## config.mk

```make
export PLATFORM = sky130hd
export DESIGN_NAME = jk_bank_sequencer
export DESIGN_NICKNAME = d
export VERILOG_FILES = /design/src/rtl/jk_seq_pkg.sv /design/src/rtl/jk_bank_sequencer_rr_arbiter.sv /design/src/rtl/jk_bank_sequencer.sv
export SDC_FILE = /design/constraint.sdc
export NUM_CORES = 1
export LEC_CHECK = 0
export ABC_CLOCK_PERIOD_IN_PS = 3000
export CAP_MARGIN = 20
export CORE_ASPECT_RATIO = 1.2
export CORE_MARGIN = 1
export CORE_UTILIZATION = 39
export CTS_CLUSTER_SIZE = 12
export DETAILED_ROUTE_END_ITERATION = 10
export PLACE_DENSITY = 0.82
export SLEW_MARGIN = 5
export SYNTH_ARGS = -nofsm -noshare
export SYNTH_HDL_FRONTEND = slang
export SYNTH_HIERARCHICAL = 1
export SYNTH_SLANG_ARGS = --single-unit
```

## constraint.sdc

```tcl
create_clock -name Clk -period 3 [get_ports Clk]
set_clock_uncertainty 0.05 [all_clocks]
set_input_delay 0.3 -clock Clk [delete_from_list [all_inputs] [get_ports Clk]]
set_output_delay 0.3 -clock Clk [all_outputs]
set_load 0.02 [all_outputs]
```

## src/rtl/jk_seq_pkg.sv

```systemverilog
// Shared definitions for the JK latch bank sequencer: opcodes, FSM states
// and a constant clog2 helper.
package jk_seq_pkg;

  localparam logic [1:0] OP_HOLD   = 2'b00;
  localparam logic [1:0] OP_SET    = 2'b01;
  localparam logic [1:0] OP_RESET  = 2'b10;
  localparam logic [1:0] OP_TOGGLE = 2'b11;

  typedef enum logic [2:0] {
    ST_IDLE  = 3'd0,
    ST_SETUP = 3'd1,
    ST_PULSE = 3'd2,
    ST_HOLD  = 3'd3,
    ST_DONE  = 3'd4
  } state_t;

  function automatic int clog2(input int value);
    int r;
    r = 0;
    while ((1 << r) < value) r++;
    return r;
  endfunction

endpackage

```

## src/rtl/jk_bank_sequencer_rr_arbiter.sv

```systemverilog
// Combinational round-robin arbiter: grants the first requester at or after
// ptr, wrapping modulo NREQ. The pointer register lives in the parent.
module rr_arbiter #(
  parameter int NREQ = 4,
  parameter int GIDW = 2
) (
  input  logic [NREQ-1:0] req,
  input  logic [GIDW-1:0] ptr,
  output logic [GIDW-1:0] grant,
  output logic            valid
);

  logic [GIDW-1:0] cand;

  always_comb begin
    grant = '0;
    valid = 1'b0;
    cand  = '0;
    for (int i = 0; i < NREQ; i++) begin
      cand = GIDW'((int'(ptr) + i) % NREQ);
      if (!valid && req[cand]) begin
        valid = 1'b1;
        grant = cand;
      end
    end
  end

endmodule

```

## src/rtl/jk_bank_sequencer.sv

```systemverilog
// Shares a bank of JK latches between NREQ requesters: round-robin grant,
// then a setup / pulse / hold sequence on one latch with readback check.
module jk_bank_sequencer
  import jk_seq_pkg::*;
#(
  parameter int  NREQ  = 4,
  parameter int  WIDTH = 8,
  parameter int  IDXW  = 3,
  localparam int GIDW  = clog2(NREQ)
) (
  input  logic                 Clk,
  input  logic                 Clear,
  input  logic [NREQ-1:0]      Req,
  input  logic [2*NREQ-1:0]    Op,
  input  logic [IDXW*NREQ-1:0] Idx,
  input  logic [WIDTH-1:0]     Q_bank,
  output logic [WIDTH-1:0]     J_bank,
  output logic [WIDTH-1:0]     K_bank,
  output logic [WIDTH-1:0]     En_bank,
  output logic [NREQ-1:0]      Ack,
  output logic                 Err,
  output logic                 Busy,
  output logic [GIDW-1:0]      Grant_id,
  output logic [2:0]           state_dbg
);

  // Handshake: a requester raises Req with Op/Idx stable and holds all three
  // until it sees its one-cycle Ack; the op is captured at grant time.

  localparam logic [WIDTH-1:0] ONE = WIDTH'(1);

  state_t          state, state_nx;
  logic [GIDW-1:0] ptr;
  logic [GIDW-1:0] arb_grant;
  logic            arb_valid;
  logic [1:0]      op_r;
  logic [IDXW-1:0] idx_r;
  logic            q0_r;
  logic            exp_r;
  logic            q_tgt;
  logic            q_src;
  logic            j_bit;
  logic            k_bit;
  logic            exp_nx;
  logic [WIDTH-1:0] onehot;

  rr_arbiter #(.NREQ(NREQ), .GIDW(GIDW)) u_arb (
    .req   (Req),
    .ptr   (ptr),
    .grant (arb_grant),
    .valid (arb_valid)
  );

  assign q_tgt     = Q_bank[idx_r];
  assign onehot    = ONE << idx_r;
  assign state_dbg = state;

  always_ff @(posedge Clk or negedge Clear) begin
    if (!Clear) begin
      state    <= ST_IDLE;
      ptr      <= '0;
      Grant_id <= '0;
      op_r     <= OP_HOLD;
      idx_r    <= '0;
      q0_r     <= 1'b0;
      exp_r    <= 1'b0;
    end else begin
      state <= state_nx;
      if (state == ST_IDLE && arb_valid) begin
        op_r     <= Op[2*int'(arb_grant) +: 2];
        idx_r    <= Idx[IDXW*int'(arb_grant) +: IDXW];
        Grant_id <= arb_grant;
        ptr      <= GIDW'((int'(arb_grant) + 1) % NREQ);
      end
      if (state == ST_SETUP) begin
        q0_r  <= q_tgt;
        exp_r <= exp_nx;
      end
    end
  end

  always_comb begin
    state_nx = state;
    case (state)
      ST_IDLE:  if (arb_valid) state_nx = ST_SETUP;
      ST_SETUP: state_nx = ST_PULSE;
      ST_PULSE: state_nx = ST_HOLD;
      ST_HOLD:  state_nx = ST_DONE;
      ST_DONE:  state_nx = ST_IDLE;
      default:  state_nx = ST_IDLE;
    endcase
  end

  // TOGGLE reads Q live in SETUP, then uses the sampled copy so the pulse
  // cannot feed its own result back into J/K.
  always_comb begin
    q_src  = (state == ST_SETUP) ? q_tgt : q0_r;
    j_bit  = 1'b0;
    k_bit  = 1'b0;
    exp_nx = q_tgt;
    case (op_r)
      OP_SET:    begin j_bit = 1'b1;   k_bit = 1'b0;  exp_nx = 1'b1;   end
      OP_RESET:  begin j_bit = 1'b0;   k_bit = 1'b1;  exp_nx = 1'b0;   end
      OP_TOGGLE: begin j_bit = ~q_src; k_bit = q_src; exp_nx = ~q_tgt; end
      default:   begin j_bit = 1'b0;   k_bit = 1'b0;  exp_nx = q_tgt;  end
    endcase
  end

  always_comb begin
    J_bank  = '0;
    K_bank  = '0;
    En_bank = '0;
    Ack     = '0;
    Err     = 1'b0;
    Busy    = (state != ST_IDLE);
    case (state)
      ST_SETUP, ST_HOLD: begin
        J_bank = j_bit ? onehot : '0;
        K_bank = k_bit ? onehot : '0;
      end
      ST_PULSE: begin
        J_bank  = j_bit ? onehot : '0;
        K_bank  = k_bit ? onehot : '0;
        En_bank = (op_r != OP_HOLD) ? onehot : '0;
      end
      ST_DONE: begin
        Ack[Grant_id] = 1'b1;
        Err           = (q_tgt != exp_r);
      end
      default: ;
    endcase
  end

endmodule

```

==> results of run 1 <==
synth_stat cells, drive strengths merged:
library cell	number
mux2	6
or3b	1
nor3b	1
a32oi	1
nand3b	3
a211o	1
nand3	4
o221ai	1
or3	2
clkbuf	5
nor2b	2
o21ai	5
nor3	12
nor2	18
a22oi	4
mux2i	5
nor4	10
nand2b	4
nand2	7
mux4	5
a21oi	7
dfrtp	14
inv	9
a221o	1
and3	3
a21bo	1
xnor2	2
and3b	1
buf	7
and2	2
final timing paths:
| check | endpoint | cells after the start |
|---|---|---|
| setup / recovery | K_bank[4] | 5 |
| hold / removal | state_dbg[0] | 1 |
| setup reg to reg | op_r[1] | 6 |
| hold reg to reg | exp_r | 1 |
| max in group asynchronous | idx_r[0] | 1 |
| min in group Clk | exp_r | 1 |
power groups by stage:
stage	Sequential (mW)	Combinational (mW)	Clock [mW]
2_1_floorplan	0.414	0.936	0
3_3_place_gp	0.458	1.18	0
6_report	0.468	1.23	0.102
3_5_place_dp	0.467	1.23	0
5_1_grt	0.494	1.33	0.110
4_1_cts	0.461	1.24	0.104
stage by stage:
step | instances | cell area, µm² | setup slack, ps
finish | 242 | 1992 | 141.4
global route | 242 | 1992 | 26.55
CTS | 242 | 1987 | 9.772
detailed placement | 239 | 1964 | 215.4
global placement | 239 | 1964 | 322.6
floorplan | 144 | 1300 | 756.9
what timing repair did:
item | 4_1_cts | 5_1_grt
hold buffers | 0 | 0
gates resized for setup | 0 | 3
setup endpoints to repair | 0 | 9
endpoints found under the hold margin | 0 | 0
area by class of cell:
cell class	count	area (µm²)
fill	261	1119
timing repair buffer	71	705.7
multi-input combinational	109	832.0
sequential	14	352.8
clock buffer	3	22.52
tap	36	45.04
inverter	9	33.78
critical path, stage by stage (launching register included):
cell and delay [ps]:
dfrtp_1 510, nor3b_2 310, and2_1 210, a32oi_2 190, nor4_1 320, clkdlybuf4s50_1 690
sequential cells by signal (all words and copies together), names as in the netlist:
name / count
Grant_id: 2
exp_r: 1
idx_r: 3
op_r: 2
ptr: 2
q0_r: 1
state_dbg: 3
metal layers:
layer  track usage  wire length [µm]  vias to the layer above
li1              -                 -                      649
met1        0.2020              1239                      645
met2        0.4036              1913                       52
met3       0.02315               176                        8
met4       0.09615                60                        0
met5             0                 0                        -
cell usage in the layout (no fill, tap or decap), types with 2 or more instances in the layout:
master	count
dfrtp_1	12
nor4_2	8
nor2_1	18
and2_1	2
clkdlybuf4s50_1	67
nand2b_1	4
nand3b_1	3
nor3_1	12
nand3_1	4
dfrtp_2	2
xnor2_1	2
nor2b_1	2
inv_1	8
a22oi_2	2
mux4_2	5
a22oi_1	2
a21oi_1	7
clkbuf_4	3
and3_1	2
o21ai_0	5
nand2_1	7
or3_1	2
buf_4	3
mux2i_1	4
mux2_2	5
nor4_1	2
logic make-up after synthesis:
logic type                after synthesis
DFF                                    14
and+or+nand+nor                        70
xor gates and xnor gates                2
AOI/OAI and AO/OA                      21
buffers and inverters                  21
muxes                                  16
==> impl_metrics.env, run 1 <==
export IMPL_outcome="completed"
export IMPL_fin_hold_ws_ps=357.1
export IMPL_synth_fp_nets=178
export IMPL_final_setup_tns_ps=0
export IMPL_p_sw_mw=0.8766
export IMPL_crit_type="reg -> out"
export IMPL_cts_root_buf="clkbuf_4"
export IMPL_timing_hold_worst_class="in -> async"
export IMPL_post_cts_setup_buffers=0
export IMPL_area_growth_pct=53.22
export IMPL_internal_power_mw=0.9238
export IMPL_path_clk_slew_ps=80
export IMPL_drive_above_1_share=0.1699
export IMPL_grt_overflow=0
export IMPL_fmaxAchievable_ghz=0.3498
export IMPL_synth_warnings=6
export IMPL_p_clk_frac=0.057
export IMPL_ys_ff_latch=14
export IMPL_cp_end_kind="primary output"
export IMPL_crit_required_ps=2650
export IMPL_min_period_ps=2859
export IMPL_dieArea_um2=3569
export IMPL_cts_buffers=3
export IMPL_ant_nets=0
export IMPL_drv_cap=0
export IMPL_insertion_delay_ps=270
export IMPL_track_usage=0.2079
export IMPL_finalHoldViolCount=0
export IMPL_peakVddDrop_uv=542.9
export IMPL_synth_area_mux_share=0.1800
export IMPL_synth_adder_area_share=0
export IMPL_power_mw=1.800
export IMPL_yosys_area_share_simple=0.3272
export IMPL_drt_wl_total_um=3390
export IMPL_finalWeightedCongestion=0.7974
export IMPL_wl_per_cell_um=14.01
export IMPL_syn_avg_cell_area_um2=9.028
export IMPL_grt_max_degree=17
export IMPL_cp_arrival_ps=2510
export IMPL_synth_top_family_by_area="simple AND/OR/NAND/NOR gates"
export IMPL_grt_pass1_wl_um=5547
export IMPL_htreeDepth=1
export IMPL_slew_headroom=0.5863
export IMPL_initial_utilization=0.4179
export IMPL_rows=22
export IMPL_synth_compound_area_frac=0.1193
export IMPL_min_period_over_period=0.9529
export IMPL_synth_area_leaders="dfrtp_1 (27%), mux4_2 (8.7%), nor4_2 (7.7%), nor2_1 (5.2%), nor3_1 (4.6%)"
export IMPL_synth_xor_area_share=0.01347
export IMPL_setup_violations_final=0
export IMPL_synth_cell_types=38
export IMPL_vias=1354
export IMPL_slew_violations=0
export IMPL_worstPathMaxFanout=12
export IMPL_clock_sinks=14
export IMPL_p_seq_frac=0.260
export IMPL_antenna_found_initial=0
export IMPL_fin_util=0.6404
export IMPL_worst_pin_slew_ps=618.5
export IMPL_powerDensity_nw_per_um2=903.9
export IMPL_die_x_um=54.71
export IMPL_cts_tree="done"
export IMPL_ios=69
export IMPL_core_area_um2=3110
export IMPL_first_pass_iters=4
export IMPL_swShare=0.4869
export IMPL_fp_dieH_um=65.25
export IMPL_port_buffers=68
export IMPL_cp_start_kind="register"
export IMPL_synth_top_cell_area_share=0.2695
export IMPL_rsz0062_at_grt="false"
export IMPL_dp_hpwl_um=2807
export IMPL_combPwrFrac=0.683
export IMPL_drtIter0Drc=39
export IMPL_via_per_inst=5.595
export IMPL_yosysSeqAreaShare=0.2695
export IMPL_netlist_instances=144
export IMPL_reg2reg_slack_ps=860
export IMPL_cts_buffer_depth=2
export IMPL_syn_area_um2=1300
export IMPL_yosysTopAreaCell="dfrtp_1"
export IMPL_num_antenna_cells=0
export IMPL_crit_start="state_dbg[2]"
export IMPL_p_leak_nw=0.7600
export IMPL_nNetsFinal=242
export IMPL_drc_errors=0
export IMPL_grt_pass1_vias=1389
export IMPL_worstReg2RegStart="ptr[0]"
Note: power is estimated with default switching activity, not from simulation.
==> inputs of run 2 (changes only) <==
--- a/config.mk
+++ b/config.mk
@@ -10,7 +10,6 @@
 export CORE_ASPECT_RATIO = 1.2
 export CORE_MARGIN = 1
 export CORE_UTILIZATION = 39
-export CTS_CLUSTER_SIZE = 12
 export DETAILED_ROUTE_END_ITERATION = 10
 export PLACE_DENSITY = 0.82
 export SLEW_MARGIN = 5
==> results of run 2 <==
Final layout, timing and power as in run 1 (identical DEF).
==> inputs of run 3 (changes only) <==
--- a/config.mk
+++ b/config.mk
@@ -8,7 +8,6 @@
 export ABC_CLOCK_PERIOD_IN_PS = 3000
 export CAP_MARGIN = 20
 export CORE_ASPECT_RATIO = 1.2
-export CORE_MARGIN = 1
 export CORE_UTILIZATION = 39
 export DETAILED_ROUTE_END_ITERATION = 10
 export PLACE_DENSITY = 0.82
==> results of run 3 <==
Final layout, timing and power as in run 1 (identical DEF).
